===== src/rtl/lockstep_checker.sv =====
// -----------------------------------------------------------------------------
// lockstep_checker
//   Lockstep comparator between a pipelined CPU core (DUT) and its reference
//   model. Each side pushes committed-result records into its own alignment
//   FIFO, so the two sides may commit with different latencies. Matched pairs
//   are popped together and compared channel by channel under chan_mask. The
//   block counts matches and errors, flags overflow and timeout, and reports
//   a terminal PASS/FAIL verdict.
//
// Ports
//   clk, rst_n        clock, asynchronous active-low reset
//   chan_mask         1 = channel participates in the compare
//   dut_valid/data    DUT commit record (channel i = bits [i*WIDTH +: WIDTH])
//   dut_hlt           DUT halt reached writeback
//   model_valid/data  model commit record
//   model_hlt         model halt reached writeback
//   mismatch          one-cycle pulse: the last compared pair differed
//   mismatch_chan     per-channel differences of the last compare (held)
//   err_count         mismatching compares (saturating)
//   match_count       matching compares (saturating)
//   overflow          sticky: push into a full FIFO
//   timeout           sticky: TIMEOUT idle cycles without a compare
//   done              sticky: verdict reached
//   pass              valid when done = 1; 1 = PASS
// -----------------------------------------------------------------------------

// Alignment FIFO: DEPTH entries, pointers carry one extra wrap bit so that
// full and empty are distinguishable without a separate counter.
module lockstep_fifo #(
  parameter int DW    = 64,
  parameter int DEPTH = 8
) (
  input  logic          clk,
  input  logic          rst_n,
  input  logic          push_i,
  input  logic          pop_i,
  input  logic [DW-1:0] data_i,
  output logic [DW-1:0] data_o,
  output logic          empty_o,
  output logic          full_o
);
  localparam int AW = $clog2(DEPTH);
  localparam logic [AW:0] FULL_CNT = (AW+1)'(DEPTH);

  logic [DW-1:0] mem_q [DEPTH];
  logic [AW:0]   wr_q, rd_q;
  logic [AW:0]   count;
  logic          push_ok;

  assign count   = wr_q - rd_q;
  assign empty_o = (count == '0);
  assign full_o  = (count == FULL_CNT);
  // A push into a full FIFO is accepted only when a pop frees a slot the
  // same cycle; otherwise the record is dropped (overflow is flagged above).
  assign push_ok = push_i & (~full_o | pop_i);
  assign data_o  = mem_q[rd_q[AW-1:0]];

  // NOTE: storage has no reset; only the pointers define validity, so
  // clearing them empties the FIFO and keeps the array a plain RAM.
  always_ff @(posedge clk) begin
    if (push_ok) mem_q[wr_q[AW-1:0]] <= data_i;
  end

  always_ff @(posedge clk or negedge rst_n) begin
    if (!rst_n) begin
      wr_q <= '0;
      rd_q <= '0;
    end else begin
      if (push_ok) wr_q <= wr_q + (AW+1)'(1);
      if (pop_i)   rd_q <= rd_q + (AW+1)'(1);
    end
  end
endmodule



===== config.mk =====
export PLATFORM = sky130hd
export DESIGN_NAME = lockstep_fifo
export DESIGN_NICKNAME = d
export VERILOG_FILES = /design/src/rtl/lockstep_checker.sv
export SDC_FILE = /design/constraint.sdc
export NUM_CORES = 1
export LEC_CHECK = 0
export ABC_AREA = 0
export CORE_ASPECT_RATIO = 1.1
export CORE_UTILIZATION = 50
export DETAILED_ROUTE_END_ITERATION = 7
export PLACE_DENSITY = 0.69
export SYNTH_ARGS = -nofsm -noshare
export SYNTH_HDL_FRONTEND = slang
export SYNTH_SLANG_ARGS = --single-unit

===== constraint.sdc =====
create_clock -name clk -period 22.6 [get_ports clk]
set_clock_uncertainty 0.05 [all_clocks]
set_input_delay 4.52 -clock clk [delete_from_list [all_inputs] [get_ports clk]]
set_output_delay 4.52 -clock clk [all_outputs]
set_load 0.05 [all_outputs]

==> impl_metrics.json <==
{
  "maxCapViolations": 0,
  "cts_resized": 0,
  "post-route-min-period_ps": 8720,
  "grt_util_all_layers_pct": 19.5,
  "power_w": 0.00334,
  "hold_path_class": "reg -> reg",
  "ys_top_cells_by_count": "512 x edfxtp_1, 198 x nand2_1, 128 x mux4_2",
  "ant_nets": 0,
  "cts_made_buffers": 49,
  "synth.largest_area_cell": "edfxtp_1",
  "cpPeakStageDelay_ps": 1050,
  "clock_power_share_pct": 23.3,
  "p_seq_share_pct": 39.8,
  "antenna_found_initial": 3,
  "insertion_delay_ps": 550,
  "avgRoutedWirePerCell_um": 23.2,
  "place_congestion": 0.688,
  "io_pins": 134,
  "layout-drive-gt1-share_pct": 20.3,
  "slowest_stage": "dfrtp_4",
  "cts_max_level": 2,
  "cp.required_ps": 18030,
  "critPathKind": "reg -> out",
  "num-nets-final": 1164,
  "hold_buffers": 0,
  "yosys_warnings": 0,
  "place_area_um2": 21700,
  "synth_cells": 932,
  "die_h_um": 210,
  "port_buffers": 133,
  "via_per_inst": 5.64,
  "grt_setup_unrepaired": "no",
  "status": "finished clean",
  "grt_pass1_wl_mm": 57.7,
  "cts_tree": "done",
  "p_int_w": 0.00215,
  "synth_nets": 1005,
  "hold_viol": 0,
  "synthArstFlopShare_pct": 1.54,
  "clkTransAtPathRegs_ps": 60,
  "clock_sinks": 520,
  "maxSlewViolCount": 0,
  "netlist_area_um2": 19700,
  "grt_pass1_vias": 9525,
  "max_slew_margin_pct": 27.2,
  "clockBufferDepth": 3,
  "area_delta_synth_final_pct": 17.8,
  "grt_overflow": 0,
  "root_buffer": "clkbuf_16",
  "synth.most_common_cell": "edfxtp_1",
  "yosys-top-cells-area": "edfxtp_1 78%, mux4_2 15%, nand2_1 3.8%",
  "drt_wl_total_mm": 37.9,
  "grt_max_degree": 68,
  "power.leakage_nw": 7.61,
  "start_util_pct": 51.2,
  "synth-edff-count": 512,
  "worst_pin_slew_ps": 1090,
  "die_w_um": 191,
  "drt-initial-drc-count": 567,
  "worstPathArrival_ps": 4150,
  "num_rows": 75,
  "avgSynthCellArea_um2": 21.1,
  "synth_top_cell_area_share_pct": 78.0,
  "cts_setup_buffers": 0,
  "start_kind": "flip-flop",
  "vdd_ir_drop_max_v": 0.000112,
  "core-area_um2": 38500,
  "clock.fmax_mhz": 115,
  "die_area_um2": 40200,
  "seq_area_frac_synth_pct": 79.1,
  "drtPass1Iterations": 4,
  "finalSetupTns_ps": 0,
  "cpMostUsedCell": "nor2b_1",
  "p_sw_w": 0.00120,
  "yosys_register_bits": 520,
  "drcViolationCount": 0,
  "p_comb_share_pct": 36.9,
  "cp_max_fo": 47,
  "finalSetupViolCount": 0,
  "power.density_nw_per_um2": 144,
  "switching_share_pct": 35.7,
  "dp_hpwl_mm": 19.3,
  "yosysUniqueCellTypes": 27,
  "yosys_most_used_dff": "edfxtp_1",
  "cp-end-kind": "output port",
  "path_cells": "buf_4 -> ha_1 -> nor2b_1 -> xnor2_1 -> or2_2 -> nor2b_1 -> clkdlybuf4s50_1",
  "period_share_pct": 38.6,
  "num_vias": 9184,
  "design_area_um2": 23200
}
[routing by layer]
| layer | vias up | routed length (um) | GRT usage [%] |
|---|---|---|---|
| met4 | 4 | 648 | 4.65 |
| met2 | 213 | 18600 | 31.4 |
| li1 | 4058 | - | - |
| met5 | - | 23 | 0 |
| met1 | 4851 | 16700 | 27.7 |
| met3 | 58 | 1960 | 3.96 |
[cells by family after synthesis]
group / share of synthesized area (%)
buffers and inverters: 1.08
AND/OR/NAND/NOR: 4.31
multiplexers: 14.7
XOR/XNOR: 0.356
AO/OA/AOI/OAI: 0.165
flip-flops: 79.1
adder cells (fa/ha/maj): 0.318
[layout by cell type, fill, tap and decap left out, types with 6 or more instances in the layout]
cell type and instances:
buf_4 20, clkbuf_1 15, clkbuf_16 51, clkdlybuf4s50_1 133, clkinv_1 8, clkinv_2 8
edfxtp_1 512, mux4_2 128, nand2_1 198, nor4_2 6, xnor2_1 6
[sequential cells by signal (all words and copies together) (netlist names)]
name,cells
wr_q,4
rd_q,4
mem_q,512
[path summary, 6_finish.rpt]
path	startpoint	to	slack, ps	cells past startpoint
worst max-delay path	rd_q[0]	empty_o	13880	7
worst max register to register	rd_q[0]	mem_q[6][6]	18240	8
worst min register to register	rd_q[3]	rd_q[3]	460	1
min in group asynchronous	rst_n	wr_q[1]	4200	1
worst min-delay path	rd_q[3]	rd_q[3]	460	1
max in group asynchronous	rst_n	rd_q[2]	17980	1
[worst max-delay path: cells and delay by family (launching register included)]
| family | cells | cell delay (ps) |
|---|---|---|
| buf+inv | 2 | 1500 |
| flops | 1 | 1050 |
| simple gates | 3 | 610 |
| fa+ha+maj | 1 | 280 |
| xor+xnor | 1 | 100 |
[final cells by class]
class | count | area (um2)
inverter | 5 | 20.0
clock inverter | 21 | 179
clock buffer | 67 | 1350
multi-input combinational | 362 | 3960
tap | 500 | 626
fill | 2747 | 15300
antenna | 1 | 2.50
timing repair buffer | 153 | 1480
sequential | 520 | 15600
[power by group through the flow]
| stage | sequential (W) | clock (W) | combinational (W) |
|---|---|---|---|
| after floorplan | 0.00129 | 0 | 0.000925 |
| after global placement | 0.00135 | 0 | 0.00125 |
| after global routing | 0.00135 | 0.000830 | 0.00132 |
| after detailed placement | 0.00136 | 0 | 0.00125 |
| after CTS | 0.00134 | 0.000796 | 0.00126 |
| final | 0.00133 | 0.000779 | 0.00123 |
[per-stage QoR]
stage                     hold WS, ps  setup WS [ps]  utilization [%]  cells
after floorplan                   412          11000                -    932
after global placement            425          14330             56.3   1540
after detailed placement          435          14330             56.3   1540
after CTS                         456          13720             60.3   1628
after global routing              473          13500             60.3   1628
final                             460          13880             60.3   1629
Note: power is estimated with default switching activity, not from simulation.
